`config.mk`:
```
export PLATFORM = sky130hd
export DESIGN_NAME = sum_accum_unit
export DESIGN_NICKNAME = d
export VERILOG_FILES = /design/src/rtl/sum_accum_pkg.sv /design/src/rtl/sum_accum_core.sv /design/src/rtl/sum_accum_unit.sv
export SDC_FILE = /design/constraint.sdc
export NUM_CORES = 1
export LEC_CHECK = 0
export CAP_MARGIN = 20
export CORE_MARGIN = 4
export CORE_UTILIZATION = 56
export CTS_CLUSTER_DIAMETER = 120
export DETAILED_ROUTE_END_ITERATION = 6
export PLACE_DENSITY = 0.81
export SLEW_MARGIN = 20
export SYNTH_ARGS = -nofsm -noshare
export SYNTH_HDL_FRONTEND = slang
export SYNTH_HIERARCHICAL = 1
export SYNTH_SLANG_ARGS = --single-unit
```
`constraint.sdc`:
```
create_clock -name clk -period 3.4 [get_ports clk]
set_input_delay 0.34 -clock clk [delete_from_list [all_inputs] [get_ports clk]]
set_output_delay 0.34 -clock clk [all_outputs]
set_load 0.1 [all_outputs]
```
`src/rtl/sum_accum_pkg.sv`:
```
// Shared types for the registered sum/accumulate unit: operating modes and
// the width-legality rule between operand and accumulator widths.
package sum_accum_pkg;

  typedef enum logic [1:0] {
    MODE_ADD    = 2'd0,
    MODE_SATADD = 2'd1,
    MODE_SUB    = 2'd2,
    MODE_ACC    = 2'd3
  } mode_e;

  localparam int DEF_WIDTH     = 8;
  localparam int DEF_ACC_WIDTH = 16;

  // The accumulator must hold at least one full a+b sum including its carry.
  function automatic bit widths_ok(input int w, input int aw);
    return (aw > w) && (w > 0);
  endfunction

  localparam bit DEF_WIDTHS_OK = widths_ok(DEF_WIDTH, DEF_ACC_WIDTH);

endpackage

```
`src/rtl/sum_accum_core.sv`:
```
// Stateless datapath: produces {result, flag} for one beat from the operands,
// the mode and the accumulator base (already cleared by the caller if needed).
module sum_accum_core
  import sum_accum_pkg::*;
#(
  parameter int WIDTH     = DEF_WIDTH,
  parameter int ACC_WIDTH = DEF_ACC_WIDTH
) (
  input  logic [WIDTH-1:0]     a_i,
  input  logic [WIDTH-1:0]     b_i,
  input  mode_e                mode_i,
  input  logic [ACC_WIDTH-1:0] base_i,
  output logic [ACC_WIDTH-1:0] result_o,
  output logic                 flag_o
);

  localparam int PAD = ACC_WIDTH + 1 - WIDTH;
  localparam int ZX  = ACC_WIDTH - WIDTH;

  logic [WIDTH:0]     sum;
  logic [WIDTH:0]     diff;
  logic [ACC_WIDTH:0] acc_sum;

  assign sum     = {1'b0, a_i} + {1'b0, b_i};
  // The extra top bit of the difference is the borrow (set when a < b).
  assign diff    = {1'b0, a_i} - {1'b0, b_i};
  assign acc_sum = {1'b0, base_i} + {{PAD{1'b0}}, a_i} + {{PAD{1'b0}}, b_i};

  always_comb begin
    result_o = '0;
    flag_o   = 1'b0;
    unique case (mode_i)
      MODE_ADD: begin
        result_o = {{ZX{1'b0}}, sum[WIDTH-1:0]};
        flag_o   = sum[WIDTH];
      end
      MODE_SATADD: begin
        result_o = sum[WIDTH] ? {{ZX{1'b0}}, {WIDTH{1'b1}}}
                              : {{ZX{1'b0}}, sum[WIDTH-1:0]};
        flag_o   = sum[WIDTH];
      end
      MODE_SUB: begin
        result_o = {{ZX{1'b0}}, diff[WIDTH-1:0]};
        flag_o   = diff[WIDTH];
      end
      MODE_ACC: begin
        result_o = acc_sum[ACC_WIDTH-1:0];
        flag_o   = acc_sum[ACC_WIDTH];
      end
      default: begin
        result_o = '0;
        flag_o   = 1'b0;
      end
    endcase
  end

endmodule

```
`src/rtl/sum_accum_unit.sv`:
```
// Registered add/satadd/sub/accumulate unit with a valid/ready handshake,
// a one-entry output register and a sticky accumulator-overflow flag.
module sum_accum_unit
  import sum_accum_pkg::*;
#(
  parameter int WIDTH     = DEF_WIDTH,
  parameter int ACC_WIDTH = DEF_ACC_WIDTH
) (
  input  logic                 clk,
  input  logic                 rst,
  input  logic                 in_valid,
  output logic                 in_ready,
  input  logic [WIDTH-1:0]     in_a,
  input  logic [WIDTH-1:0]     in_b,
  input  logic [1:0]           in_mode,
  input  logic                 acc_clr,
  output logic                 out_valid,
  input  logic                 out_ready,
  output logic [ACC_WIDTH-1:0] out_result,
  output logic                 out_flag,
  output logic                 acc_ovf
);

  if (!widths_ok(WIDTH, ACC_WIDTH)) begin : g_bad_widths
    $error("sum_accum_unit: ACC_WIDTH must exceed WIDTH");
  end

  logic                 out_valid_q, out_valid_d;
  logic [ACC_WIDTH-1:0] out_result_q, out_result_d;
  logic                 out_flag_q, out_flag_d;
  logic [ACC_WIDTH-1:0] acc_q, acc_d;
  logic                 acc_ovf_q, acc_ovf_d;

  logic                 accept;
  logic                 xfer;
  mode_e                mode;
  logic [ACC_WIDTH-1:0] base;
  logic [ACC_WIDTH-1:0] core_result;
  logic                 core_flag;

  assign mode     = mode_e'(in_mode);
  assign in_ready = !out_valid_q || out_ready;
  assign accept   = in_valid && in_ready;
  assign xfer     = out_valid_q && out_ready;
  // Clear is applied before the add so a clearing ACC beat starts from zero.
  assign base     = acc_clr ? '0 : acc_q;

  sum_accum_core #(
    .WIDTH     (WIDTH),
    .ACC_WIDTH (ACC_WIDTH)
  ) u_core (
    .a_i      (in_a),
    .b_i      (in_b),
    .mode_i   (mode),
    .base_i   (base),
    .result_o (core_result),
    .flag_o   (core_flag)
  );

  always_comb begin
    out_valid_d  = out_valid_q;
    out_result_d = out_result_q;
    out_flag_d   = out_flag_q;
    acc_d        = acc_q;
    acc_ovf_d    = acc_ovf_q;

    if (accept) begin
      out_valid_d  = 1'b1;
      out_result_d = core_result;
      out_flag_d   = core_flag;
    end else if (xfer) begin
      out_valid_d  = 1'b0;
    end

    if (accept && mode == MODE_ACC) begin
      acc_d     = core_result;
      acc_ovf_d = (acc_clr ? 1'b0 : acc_ovf_q) | core_flag;
    end else if (acc_clr) begin
      acc_d     = '0;
      acc_ovf_d = 1'b0;
    end
  end

  always_ff @(posedge clk or posedge rst) begin
    if (rst) begin
      out_valid_q  <= 1'b0;
      out_result_q <= '0;
      out_flag_q   <= 1'b0;
      acc_q        <= '0;
      acc_ovf_q    <= 1'b0;
    end else begin
      out_valid_q  <= out_valid_d;
      out_result_q <= out_result_d;
      out_flag_q   <= out_flag_d;
      acc_q        <= acc_d;
      acc_ovf_q    <= acc_ovf_d;
    end
  end

  assign out_valid  = out_valid_q;
  assign out_result = out_result_q;
  assign out_flag   = out_flag_q;
  assign acc_ovf    = acc_ovf_q;

endmodule

```
==> summary.json <==
{
  "wire_length_of_the_first_global_routing_pass": {"value": 12.5, "unit": "mm"},
  "report.power.total": {"value": 1.66, "unit": "mW"},
  "final.setup_skew": {"value": 0.00825, "unit": "ns"},
  "power_density": {"value": 429, "unit": "nW/um^2"},
  "synth_area_per_cell": {"value": 10.2, "unit": "sq um"},
  "die_height": {"value": 83.2, "unit": "um"},
  "worst_skew_pair.late_latency": {"value": 0.28, "unit": "ns"},
  "hold_class": {"value": "input port to asynchronous set/reset pin"},
  "netlist_area": {"value": 3170, "unit": "sq um"},
  "critical_path.startpoint_type": {"value": "input port"},
  "synth-compound-area-share": {"value": 0.181},
  "postRouteWirelength": {"value": 7.33, "unit": "mm"},
  "placementRows": {"value": 27},
  "yosysWarnings": {"value": 6},
  "drt_pre_antenna_iters": {"value": 4},
  "max-clock-path-buffers": {"value": 2},
  "final_core_util": {"value": 0.703},
  "cell_taking_the_most_area_after_synthesis": {"value": "sky130_fd_sc_hd__dfrtp_1"},
  "synthesis.nets": {"value": 369},
  "post_synth_mux_area_share": {"value": 0.131},
  "critPathMaxFanout": {"value": 4},
  "antenna_violations_before_repair": {"value": 0},
  "r2r_end": {"value": "acc_q[5]"},
  "worstPathArrival": {"value": 3.53, "unit": "ns"},
  "synth-seq-area-share": {"value": 0.277},
  "area_of_the_die": {"value": 6920, "unit": "sq um"},
  "finalSetupViolations": {"value": 0},
  "drive_gt1_frac": {"value": 0.219},
  "layout_commonest_cell": {"value": "sky130_fd_sc_hd__clkdlybuf4s50_1"},
  "dieWidth": {"value": 83.2, "unit": "um"},
  "grt_overflow": {"value": 0},
  "timing.slew.headroom": {"value": 0.346},
  "final_antenna_net_count": {"value": 0},
  "drcViolationCount": {"value": 0},
  "worstMarginPinSlew": {"value": 0.979, "unit": "ns"},
  "synth_simple_gate_area_share": {"value": 0.168},
  "synth.top_cells.by_area": {"value": "sky130_fd_sc_hd__dfrtp_1 (28%), sky130_fd_sc_hd__ha_1 (9.5%), sky130_fd_sc_hd__mux2_2 (8.5%)"},
  "timing.final.crit_period": {"value": 3.30, "unit": "ns"},
  "vias_in_the_first_global_route": {"value": 2686},
  "fmaxAchievable": {"value": 0.303, "unit": "GHz"},
  "type_of_the_setup_path_with_the_least_slack": {"value": "input port to register"},
  "regToRegSetupSlack": {"value": 0.31, "unit": "ns"},
  "synth-edff-count": {"value": 0},
  "fin_setup_tns": {"value": 0, "unit": "ns"},
  "initial_utilization": {"value": 0.575},
  "io_buffer_count": {"value": 42},
  "grt_util_all_layers": {"value": 0.220},
  "status": {"value": "complete, no violations"},
  "count_of_pins_on_the_block_boundary": {"value": 43},
  "syn-instance-count": {"value": 311},
  "yosysUniqueCellTypes": {"value": 68},
  "synth_adder_area_share": {"value": 0.164},
  "dpl-instance-area": {"value": 3730, "unit": "sq um"},
  "vias": {"value": 2595},
  "async_flop_share": {"value": 1.00},
  "finalInstanceArea": {"value": 3870, "unit": "sq um"},
  "routedWlPerCell": {"value": 16.6, "unit": "um"},
  "p_leak": {"value": 1.76, "unit": "nW"},
  "ctsRootBufferMaster": {"value": "sky130_fd_sc_hd__clkbuf_8"},
  "synth_top_area_frac": {"value": 0.277},
  "cts_made_buffers": {"value": 5},
  "vias_per_cell": {"value": 5.87},
  "reg2reg_from": {"value": "acc_q[1]"},
  "clk_pin_slew": {"value": 0.07, "unit": "ns"},
  "main_combinational_cell_family_by_area_after_synthesis": {"value": "compound AO/OA/AOI/OAI gates"},
  "ir_worst_vdd": {"value": 0.000370, "unit": "V"},
  "first_iter_violations": {"value": 117},
  "cp_data_required_time": {"value": 3.63, "unit": "ns"},
  "min_period_over_period": {"value": 0.971},
  "rr_worst_depth": {"value": 10},
  "synth_flop_cell": {"value": "sky130_fd_sc_hd__dfrtp_1"},
  "cts_post_setup_buffers_inserted": {"value": 0},
  "cts-htree-levels": {"value": 2},
  "grt_max_degree": {"value": 26},
  "globalplace.congestion": {"value": 0.911},
  "layout.cells.most_common_list": {"value": "sky130_fd_sc_hd__clkdlybuf4s50_1 (41), sky130_fd_sc_hd__dfrtp_1 (35), sky130_fd_sc_hd__mux2_2 (24), sky130_fd_sc_hd__ha_1 (24), sky130_fd_sc_hd__inv_1 (22)"},
  "area_overhead_vs_synth": {"value": 22.3, "unit": "%"},
  "cts_tree": {"value": "built"},
  "drv_slew": {"value": 0},
  "fin_worst_hold_slack": {"value": 0.330, "unit": "ns"},
  "number_of_max_capacitance_violations_reported": {"value": 0},
  "final-hold-violation-count": {"value": 0},
  "worst_setup_path_end_kind": {"value": "register"},
  "ys_ff_latch": {"value": 35},
  "place.detailed.hpwl": {"value": 5.69, "unit": "mm"},
  "clock-sinks": {"value": 35},
  "holdBufCountCts": {"value": 0},
  "n_antenna_cell": {"value": 0},
  "std_cell_core_area": {"value": 5510, "unit": "sq um"},
  "synth-xor-area-share": {"value": 0.0277},
  "final_nets": {"value": 427}
}
[repair_timing]
action | in CTS | in global routing
hold endpoints to repair | 0 | 0
gates resized for setup | 0 | 6
endpoints found under the setup margin | 0 | 12
[through the flow]
stage	instances	worst slack (ns)
floorplan	311	0.563
global placement	434	-0.105
detailed placement	434	-0.238
CTS	442	0.0475
global route	442	-0.0899
finish	442	0.0980
[per-layer routing]
layer / track usage / vias to the layer above / part of all wire
met1: 0.276 / 1246 / 0.43
met3: 0.0387 / 16 / 0.051
met4: 0.0684 / 0 / 0.023
met2: 0.383 / 80 / 0.49
met5: 0 / - / 0
li1: - / 1253 / -
[Yosys cell counts, drive strengths merged, types with 2 or more instances]
cell	n
o221ai	2
a211oi	8
nor3b	4
o21a	2
ha	24
xnor2	7
nor4b	2
dfrtp	35
buf	5
clkbuf	2
or3	5
nand4	3
xor2	3
o31ai	5
o21ai	14
a41oi	2
nor4	4
a31oi	4
fa	11
nand3	9
nor3	7
nand2	15
nor2	14
inv	23
mux2	33
and2b	6
o21bai	3
o31a	2
a21oi	14
nand2b	3
a21o	6
nor2b	13
a22oi	2
[worst max-delay path by stage]
stage | startpoint | to | slack, ns | cells past startpoint
finish | acc_clr | acc_q[5] | 0.1 | 11
global route | acc_clr | acc_q[5] | -0.09 | 11
CTS | acc_clr | acc_q[9] | 0.05 | 11
detailed placement | acc_clr | acc_q[9] | -0.24 | 11
global placement | acc_clr | acc_q[9] | -0.11 | 11
floorplan | acc_clr | out_result[5] | 0.56 | 10
[registers in the layout (all words and copies together), names as in the netlist]
name,flops
acc_ovf,1
out_result,16
out_flag,1
out_valid,1
acc_q,16
[layout make-up]
cell class	instances	area, sq um
multi-input combinational	245	2150
fill	428	1640
sequential	35	876
timing repair buffer	59	546
tap	72	90.1
inverter	23	86.3
clock buffer	6	82.6
clock inverter	2	35.0
[cell families (layout without fill, tap and decap cells)]
group | count (synthesis) | in the layout
muxes | 34 | 34
adders and majority gates | 35 | 35
DFF | 35 | 35
buffers and inverters | 31 | 90
xor gates and xnor gates | 10 | 10
AOI/OAI and AO/OA | 77 | 77
and+or+nand+nor | 89 | 89
[power by group]
part	leakage, nW	internal [mW]	switching (mW)
registers	0.461	0.457	0.0205
logic	1.23	0.277	0.519
clock network	0.0612	0.237	0.150
total	1.76	0.971	0.690
[critical path: stages]
cell                              delay (ns)
sky130_fd_sc_hd__clkdlybuf4s50_1        0.55
sky130_fd_sc_hd__and2b_1                0.23
sky130_fd_sc_hd__fa_1                   0.36
sky130_fd_sc_hd__ha_1                   0.22
sky130_fd_sc_hd__fa_1                   0.43
sky130_fd_sc_hd__a211oi_2               0.31
sky130_fd_sc_hd__nor2_1                 0.12
sky130_fd_sc_hd__o31ai_2                0.26
sky130_fd_sc_hd__o32ai_1                0.14
sky130_fd_sc_hd__a211oi_1               0.35
sky130_fd_sc_hd__mux2_2                 0.22
No activity file was read; power rests on OpenSTA's default activity.
==> RTL change, RTL diff (same flow settings) <==
`out_result_q` no longer has a reset.
--- a/src/rtl/sum_accum_unit.sv
+++ b/src/rtl/sum_accum_unit.sv
@@ -85,5 +85,4 @@
     if (rst) begin
       out_valid_q  <= 1'b0;
-      out_result_q <= '0;
       out_flag_q   <= 1'b0;
       acc_q        <= '0;
@@ -91,9 +90,12 @@
     end else begin
       out_valid_q  <= out_valid_d;
-      out_result_q <= out_result_d;
       out_flag_q   <= out_flag_d;
       acc_q        <= acc_d;
       acc_ovf_q    <= acc_ovf_d;
     end
+  end
+
+  always_ff @(posedge clk) begin
+    out_result_q <= out_result_d;
   end
 
Formal check against the unedited RTL: not equivalent (a bounded check fails within 4 cycles, from zero or initial values and one cycle with rst high).
==> RTL change against the original RTL <==
Cell area fell by 3.3%. Routed wire length fell by 2.7%. Power fell by 17%. Utilization rose by 1.6 points. Setup slack improved by 0.038 ns. Clock skew fell by 0.0024 ns. Sequential cell count did not move. Register-to-register slack improved by 0.04 ns. Fmax rose by 1.2%. Area after synthesis fell by 3.5%. Critical endpoint unchanged.
==> RTL change: results (changes against the original RTL) <==
Setup path
  • Crit-path max FO: 14 (was 4)
  • R2R Path Start: acc_q[1] (unchanged)
  • Critical Path AT: 3.44 ns (was 3.53 ns)
  • R2R cell count: 10 (unchanged)
  • R2r setup slk: 0.35 ns (was 0.31 ns)

Global route
  • First-pass GRT wire length: 11,900 um (was 12,500 um)
  • Tot GR Track Use: 0.231 (was 0.220)
  • Largest net degree at the start of global routing: 20 (was 26)

STA
  • Worst Hold Slack: 0.482 ns (was 0.330 ns)
  • Skew final: 0.00589 ns (was 0.00825 ns)
  • Worst slew pin tran: 0.977 ns (was 0.979 ns)

Detailed routing
  • Top layer in use: met4 (unchanged)
  • Met2 wire len: 3590 um (was 3620 um)
  • Drt total wl: 7130 um (was 7330 um)
  • Metal-1 WL: 3090 um (was 3160 um)
  • Vias: 2,480 (was 2,595)
  • Met3 wire length: 396 um (was 375 um)
  • Initial DRC count: 159 (was 117)

Final layout
  • Filler cells: 397 (was 428)
  • Layout cells sized above 1: 0.176 (was 0.219)
  • Ant diodes: 0 (unchanged)
  • Post-layout nets: 410 (was 427)

Yosys
  • Synth top area cells: edfxtp_1 16%, dfrtp_1 16%, ha_1 9.8% (was dfrtp_1 28%, ha_1 9.5%, mux2_2 8.5%)
  • Post-synthesis sequential area ratio: 0.313 (was 0.277)
  • Synth Area in Adders: 0.170 (was 0.164)
  • YS warnings: 6 (unchanged)
  • Synth top cells by count: 24 x ha_1, 22 x inv_1, 19 x dfrtp_1 (was 35 x dfrtp_1, 24 x ha_1, 24 x mux2_2)
  • Synth Area in Compound Gates: 0.188 (was 0.181)
  • Post-synth cell types: 69 (was 68)
  • Async S/R FF share, synth: 0.543 (was 1.00)
  • Post-synthesis mux area share: 0.0770 (was 0.131)
  • Post-synth EDFFs: 16 (was 0)
  • XOR/XNOR Fraction of Synth Area: 0.0287 (was 0.0277)
  • Syn_nets: 352 (was 369)

Pwr
  • Peak supply drop: 0.000307 V (was 0.000370 V)
  • Static leakage: 1.62 nW (was 1.76 nW)

Clock network
  • Clk root buf: clkbuf_8 (unchanged)
  • Cts bufs inserted: 5 (unchanged)
  • Worst-path clk slew: 0.07 ns (about the same)

Placed design
  • Routability Congestion: 0.889 (was 0.911)
  • DP Worst Slack: -0.231 ns (was -0.238 ns)
  • Dpl hpwl: 5540 um (was 5690 um)

Hold path
  • HP Class: primary input to async pin (unchanged)

Outcome
  • Status: finished, final reports clean (unchanged)
RTL change: cell type report:
type | count | area [sq um] | share of cell area
clock inverter | 1 | 5.00 | 0.00134
tap | 70 | 87.6 | 0.0234
clock buffer | 7 | 76.3 | 0.0204
sequential | 35 | 956 | 0.256
inverter | 23 | 86.3 | 0.0231
multi-input combinational | 229 | 1990 | 0.532
timing repair buffer | 58 | 538 | 0.144
RTL change: logic make-up (layout without fill, tap and decap cells):
| group | Yosys count | after routing |
|---|---|---|
| xor+xnor | 10 | 10 |
| fa+ha+maj | 35 | 35 |
| mux | 18 | 18 |
| compound gates | 77 | 77 |
| flops | 35 | 35 |
| buf+inv | 30 | 89 |
| simple gates | 89 | 89 |
RTL change: timing repair:
item	in CTS	in global routing
resized for setup	0	9
hold buffers	0	0
buffers inserted	0	0
setup endpoints to repair	0	15
RTL change: report_power, final:
part	switching, mW	internal [mW]
logic	0.382	0.227
registers	0.00858	0.475
clock network	0.145	0.144
total	0.535	0.846
RTL change: layer usage:
metal / GRT usage / up-vias
li1: - / 1206
met4: 0.0349 / 0
met3: 0.0395 / 9
met5: 0 / -
met1: 0.306 / 1179
met2: 0.404 / 86
RTL change: through the flow:
step	std cells	cell area (sq um)	utilization
after floorplan	294	3060	-
after global placement	415	3620	0.695
after detailed placement	415	3620	0.695
after CTS	423	3700	0.711
after global routing	423	3740	0.719
final	423	3740	0.719
RTL change: how the worst max path moves through the flow:
stage | endpoint | slack, ns | cells past startpoint | start
global route | acc_q[8] | -0.02 | 11 | acc_clr
detailed placement | acc_q[15] | -0.23 | 11 | acc_clr
floorplan | acc_q[5] | 0.57 | 10 | acc_clr
global placement | acc_ovf | -0.17 | 12 | acc_clr
finish | acc_q[5] | 0.14 | 11 | acc_clr
CTS | acc_q[15] | 0.06 | 11 | acc_clr
RTL change: worst max-delay path, stage by stage:
cell and delay, ns:
clkdlybuf4s50_1 0.55, buf_4 0.23, and2b_1 0.22, fa_1 0.44
ha_1 0.37, a21o_1 0.17, a211oi_1 0.39, o31ai_2 0.10
o31ai_1 0.27, a211oi_2 0.09, mux2_2 0.27
